## src/rtl/exp2_seq.sv

```systemverilog
// ---------------------------------------------------------------------------
// exp2_seq
// Sequential binary-to-one-hot decoder. An unsigned exponent is accepted over
// a valid/ready handshake and the result 1 << exponent is built by shifting a
// single set bit left one position per clock. Exponents that do not fit in
// the result (>= WIDTH, including the all-ones "not one-hot" code of the
// matching log2 encoder) produce an all-zero pattern with out_err raised.
//
// Parameters
//   WIDTH  width of the one-hot result (>= 2)
//   EXP_W  width of the exponent input (2**EXP_W > WIDTH)
//
// Ports
//   clk         rising-edge clock
//   rst         asynchronous, active-high reset
//   in_valid    exponent offered
//   in_ready    block can accept (high only in IDLE)
//   in_exp      exponent, unsigned
//   out_valid   result available (state DONE)
//   out_ready   consumer accepts result
//   out_onehot  1 << in_exp, or all zeros on error
//   out_err     exponent was >= WIDTH
//   busy        operation in progress (state != IDLE)
// ---------------------------------------------------------------------------
module exp2_seq #(
    parameter int WIDTH = 8,
    parameter int EXP_W = 4
) (
    input  logic             clk,
    input  logic             rst,
    input  logic             in_valid,
    output logic             in_ready,
    input  logic [EXP_W-1:0] in_exp,
    output logic             out_valid,
    input  logic             out_ready,
    output logic [WIDTH-1:0] out_onehot,
    output logic             out_err,
    output logic             busy
);

    typedef enum logic [1:0] {
        IDLE,
        SHIFT,
        DONE
    } state_t;

    // The range limit is held one bit wider than the exponent so that WIDTH
    // itself is representable and the comparison never truncates.
    localparam logic [EXP_W:0] LIMIT = (EXP_W + 1)'(WIDTH);

    state_t           state;
    state_t           state_nxt;
    logic [WIDTH-1:0] sr;
    logic [EXP_W-1:0] cnt;
    logic             err_q;
    logic             accept;
    logic             exp_oor;

    // Handshake flags are decoded straight from the state so they are
    // correct the instant reset asserts, with no extra register delay.
    assign in_ready  = (state == IDLE);
    assign busy      = (state != IDLE);
    assign out_valid = (state == DONE);
    assign accept    = in_valid && in_ready;
    assign exp_oor   = ({1'b0, in_exp} >= LIMIT);

    // State register. Reset abandons any operation in flight; since
    // out_valid is decoded from the state, no partial result can escape.
    always_ff @(posedge clk or posedge rst) begin
        if (rst) begin
            state <= IDLE;
        end else begin
            state <= state_nxt;
        end
    end

    // Next-state logic. SHIFT finishes either immediately for a flagged
    // exponent or once the remaining shift count has reached zero. DONE
    // waits indefinitely for the consumer; there is no timeout.
    always_comb begin
        state_nxt = state;
        case (state)
            IDLE: begin
                if (accept) begin
                    state_nxt = SHIFT;
                end
            end
            SHIFT: begin
                if (err_q || (cnt == '0)) begin
                    state_nxt = DONE;
                end
            end
            DONE: begin
                if (out_ready) begin
                    state_nxt = IDLE;
                end
            end
            default: state_nxt = IDLE;
        endcase
    end

    // Datapath. On accept the shifter is seeded with bit 0 and the counter
    // with the exponent; each SHIFT cycle moves the bit up by one until the
    // count is exhausted. An in-range count is at most WIDTH-1, so the bit
    // never falls off the top. The result registers are only written on the
    // way into DONE, which keeps them stable while the consumer stalls and
    // leaves them holding their last value back in IDLE.
    always_ff @(posedge clk or posedge rst) begin
        if (rst) begin
            sr         <= '0;
            cnt        <= '0;
            err_q      <= 1'b0;
            out_onehot <= '0;
            out_err    <= 1'b0;
        end else begin
            case (state)
                IDLE: begin
                    if (accept) begin
                        sr    <= WIDTH'(1);
                        cnt   <= in_exp;
                        err_q <= exp_oor;
                    end
                end
                SHIFT: begin
                    if (err_q) begin
                        out_onehot <= '0;
                        out_err    <= 1'b1;
                    end else if (cnt == '0) begin
                        out_onehot <= sr;
                        out_err    <= 1'b0;
                    end else begin
                        sr  <= sr << 1;
                        cnt <= cnt - EXP_W'(1);
                    end
                end
                default: begin
                end
            endcase
        end
    end

endmodule

```

## config.mk

```make
export PLATFORM = sky130hd
export DESIGN_NAME = exp2_seq
export DESIGN_NICKNAME = d
export VERILOG_FILES = /design/src/rtl/exp2_seq.sv
export SDC_FILE = /design/constraint.sdc
export NUM_CORES = 1
export LEC_CHECK = 0
export ABC_AREA = 1
export CAP_MARGIN = 20
export CORE_MARGIN = 3
export CORE_UTILIZATION = 50
export DETAILED_ROUTE_END_ITERATION = 6
export GPL_ROUTABILITY_DRIVEN = 0
export PLACE_DENSITY = 0.77
export SLEW_MARGIN = 15
export SYNTH_ARGS = -nofsm -noshare
export SYNTH_HDL_FRONTEND = slang
export SYNTH_SLANG_ARGS = --single-unit
```

## constraint.sdc

```tcl
create_clock -name clk -period 1.63 [get_ports clk]
set_clock_uncertainty 0.2 [all_clocks]
set_input_delay 0.4075 -clock clk [delete_from_list [all_inputs] [get_ports clk]]
set_output_delay 0.4075 -clock clk [all_outputs]
set_load 0.03 [all_outputs]
```

After elaboration in Yosys (flattened, before gate mapping). Index checks and enable logic that the tools add are counted.

Bits in registers: 24. Latch bits: 0. Bits in writable memories: 0. ROM bits: 0. Bits of input ports: 8. Output and inout bits: 12. Word-level logic and storage cells: 42. Memories: 0.

Add/sub/neg operators: 1. $mul: 0. Div/mod/pow operators: 0. Order comparisons: 1. Equal/unequal tests: 7. Shift-type cells: 0. Multiplexer cells: 16. Bitwise logic cells: 0. Reduce and logical (&&, ||, !) cells: 11.

Operators by type and width (number): 2-to-1 mux 8 bit (5); one-hot mux 8 bit (2 select lines) (1); 2-to-1 mux 4 bit (3); one-hot mux 4 bit (2 select lines) (1); 2-to-1 mux 2 bit (3); inequality test 2 bit, second input constant (3); one-hot mux 2 bit (3 select lines) (1); nonzero test 2 bit (3); >= comparator 4 bit, second input constant (1); zero test 4 bit (1); inequality test 2 x 1 -> 1 bit, second input constant (2); AND reduction 2 bit (2); AND reduction 4 bit (1); subtractor 4 x 1 -> 4 bit, second input constant (1); AND reduction 3 bit (1); == test 2 x 1 -> 1 bit, second input constant (1); == test 2 bit, second input constant (1); zero test 2 bit (1); 2-to-1 mux 1 bit (2); logical AND 1 bit (1); logical OR 1 bit (1).

Longest topological paths before layout.
Depth after elaboration: 4. Gate-level depth with buffers: 8.

Least setup slack after synthesis. Ideal clock, no wire load.

Path type: reg2out. From: register state[0]. To: output busy. Arrival: 1046 ps. Required time: 1022 ps. Path slack: -24 ps. Stages on the path, launching flop included: 3. Buffers on the path: 0. Cell sequence: dfrtp_1 nor2_2 inv_1.

Longest elaborated chain between the ends: 1.

Ends and longest elaborated chain: start: declaration (RTL line 51) `state_t state;`; start signal: assignment (RTL line 73) `state <= state_nxt;`; nonzero test 2 bit (RTL line 62) `assign busy = (state != IDLE);`; end: declaration (RTL line 38) `output logic busy`.

Every way passes these cells.

Worst setup path in the final report.
From: register state[1]. To: output busy.

Same word-level chain as after synthesis.

==> run metrics <==
violation count after the first detailed-route iteration 32; Power Density 1790 mW/mm²; DIE AREA 0.00283 mm²; launch instance of the worst register-to-register path cnt[1]$_DFFE_PP0P_; clock tree root driver cell sky130_fd_sc_hd__clkbuf_4; number of antenna diodes 0; post-synthesis simple-gate area fraction 28.2%; syn_nets 143; count of TritonRoute iterations in the first routing pass 4; number of cells traversed by the worst register-to-register path 7; largest family of logic cells by synthesized area simple AND/OR/NAND/NOR gates; per-cell via count in the routed design 4.87; cell type with the largest total area after synthesis sky130_fd_sc_hd__dfrtp_1; Yosys warning count 0; Placed Cells 182; Max FO, Critical Path 3; Die X-Extent 53.2 µm; Mapped Avg Cell Area 8.32 µm²; vias after detailed routing 925; number of I/O pins 20; Final Critical Period 1.70 ns; number of global-route vias before repair 884; global-route wire length before repair 3830 µm; maximum level of the CTS H-tree 1; number of distinct standard cells referenced by the synthesized netlist 16; post-synthesis cell area 0.00111 mm²; XOR/XNOR Fraction of Synth Area 0%; run status finished with violations; number of antenna violations at the first check in global routing 0; flip-flop and latch count after synthesis 24; post-route clock period utilization 104%; Worst-Margin Slew 0.307 ns; critical path arrival 1.09 ns; overall routing resource usage 18.5%; share of Yosys cell area claimed by the top area cell type 53.9%; floorplan core area 0.00204 mm²; count of final setup violators 3; share of the core filled with cells in the final layout 69.5%; clock transition at the registers of the reported paths 0.13 ns; list of most frequent post-synthesis cells sky130_fd_sc_hd__nand2_1, sky130_fd_sc_hd__dfrtp_1, sky130_fd_sc_hd__inv_1; count of flip-flops with a built-in enable after synthesis 0; Max rail drop VDD 0.00138 V; DRC violations left 0; total clock buffers created by CTS 3; Hold WS 0.222 ns; largest net degree at the start of global routing 25; type of element capturing the critical path output port; proportion of register bits with asynchronous set or reset after synthesis 100%; routed len/inst 11.6 µm; Compound-Gate Fraction of Synth Area 7.41%; Final Max Slew Viols 0; Register-to-Register Setup Slack 0.10 ns; total grt overflow 0; Die Height 53.2 µm; non-filler cells in the finished layout 190; fraction of final layout cells with drive strength greater than 1 22.7%; wire length reported by the detailed router 2210 µm; share of synthesized cell area in full adder, half adder and majority cells 1.12%; Skew-Pair Late Insertion Delay 0.31 ns; library cell with the highest instance count after synthesis sky130_fd_sc_hd__nand2_1; startpoint class of the critical path flop; number of maximum-capacitance constraint violations 0; number of hold violations in the final report 0; instance count of the mapped netlist 134; critical setup path kind reg -> out; number of fillers in the final layout 167; endpoint of the worst register-to-register path sr[2]$_DFFE_PP0P_; failing checks setup timing; dominant register cell in the synthesized netlist sky130_fd_sc_hd__dfrtp_1; initial core utilization 54.6%; portion of netlist area occupied by mux cells 0%; remaining max-slew budget at the tightest pin 79.6%; remaining antenna violation count 0; number of core rows 16; TritonCTS clock tree built; sequential element share of the synthesized area 53.9%; Max Buffers Root-to-Sink 2; IO Port Bufs 19; Sinks on Clock Net 24; setup slack after layout -0.0706 ns; static leakage 0.747 nW; Fmax achieved 588 MHz; worst hold-check path type in -> async; Layout Area Growth over Synthesis 27.3%; critical path required time 1.02 ns; DP Wirelength 1500 µm; final layout net count 173; Synth area leaders sky130_fd_sc_hd__dfrtp_1, sky130_fd_sc_hd__nand2_1, sky130_fd_sc_hd__inv_1, sky130_fd_sc_hd__o21ai_0, sky130_fd_sc_hd__nor2_1; RSZ-0062 raised after global routing yes
## metal layers
metal / vias up / part of all wire (%) / GRT usage (%)
met5: - / 0 / 0
met4: 0 / 2.4 / 9.36
met3: 6 / 5.5 / 2.54
met2: 27 / 47 / 30.2
met1: 423 / 45 / 23.6
li1: 469 / - / -
## where the power goes
group,switching (W),internal [W]
clock,0.000181,0.000249
combinational,0.000781,0.000470
sequential,0.000104,0.000751
total,0.00107,0.00147
## kinds of logic (layout without fill, tap and decap cells)
kind of cell / count (synthesis) / after routing
AOI/OAI and AO/OA: 16 / 16
adders and majority gates: 1 / 1
buffers and inverters: 22 / 51
DFF: 24 / 24
and+or+nand+nor: 71 / 71
## state kept, by name (all words and copies together), names as in the netlist
| name | count |
|---|---|
| out_err | 1 |
| cnt | 4 |
| sr | 8 |
| state | 2 |
| out_onehot | 8 |
| err_q | 1 |
## layout by cell type, fill, tap and decap left out, types with 2 or more instances in the layout
| cell type | count |
|---|---|
| sky130_fd_sc_hd__buf_2 | 5 |
| sky130_fd_sc_hd__buf_4 | 15 |
| sky130_fd_sc_hd__buf_6 | 2 |
| sky130_fd_sc_hd__clkbuf_4 | 3 |
| sky130_fd_sc_hd__clkdlybuf4s50_1 | 7 |
| sky130_fd_sc_hd__dfrtp_1 | 23 |
| sky130_fd_sc_hd__inv_1 | 15 |
| sky130_fd_sc_hd__inv_2 | 2 |
| sky130_fd_sc_hd__nand2_1 | 46 |
| sky130_fd_sc_hd__nand2_4 | 2 |
| sky130_fd_sc_hd__nand3_1 | 6 |
| sky130_fd_sc_hd__nor2_1 | 12 |
| sky130_fd_sc_hd__o21ai_0 | 9 |
| sky130_fd_sc_hd__o21ai_1 | 6 |
## critical path: stages, from the launching register on
cell                      delay, ns
sky130_fd_sc_hd__dfrtp_1       0.45
sky130_fd_sc_hd__nor2_4        0.16
sky130_fd_sc_hd__inv_2         0.04
sky130_fd_sc_hd__buf_6         0.13
## through the flow
step	setup slack (ns)	instance area (µm²)	power, W	setup TNS (ns)
6_report	-0.0706	1420	0.00254	-0.145
5_1_grt	-0.109	1420	0.00273	-0.277
4_1_cts	-0.0602	1430	0.00249	-0.171
3_5_place_dp	-0.00519	1340	0.00198	-0.00519
3_3_place_gp	0.0232	1340	0.00194	0
2_1_floorplan	0.118	1120	0.00170	0
## repair_timing
item                                    CTS  global route
buffers inserted                          3             1
pin swaps                                 2             2
gates resized for setup                  20            14
hold buffers                              0             0
endpoints found under the setup margin   14            29
## final cells by class
| cell class | count | area, µm² | share of cell area (%) |
|---|---|---|---|
| sequential | 24 | 602 | 42.4 |
| multi-input combinational | 88 | 430 | 30.3 |
| timing repair buffer | 29 | 230 | 16.2 |
| inverter | 18 | 70.1 | 4.94 |
| tap | 27 | 33.8 | 2.38 |
| clock inverter | 1 | 30.0 | 2.12 |
| clock buffer | 3 | 22.5 | 1.59 |
## how the worst max path moves through the flow
stage / startpoint / to / slack, ns / depth (start not counted)
2_1_floorplan: cnt[0]$_DFFE_PP0P_ / out_err$_DFFE_PP0P_ / 0.12 / 8
3_3_place_gp: in_valid / sr[2]$_DFFE_PP0P_ / 0.02 / 4
3_5_place_dp: cnt[1]$_DFFE_PP0P_ / out_onehot[7]$_DFFE_PP0P_ / -0.005 / 7
4_1_cts: state[0]$_DFFE_PP0P_ / in_ready / -0.06 / 2
5_1_grt: state[1]$_DFFE_PP0P_ / busy / -0.11 / 3
6_report: state[1]$_DFFE_PP0P_ / busy / -0.07 / 3
No activity file was read; power rests on OpenSTA's default activity.
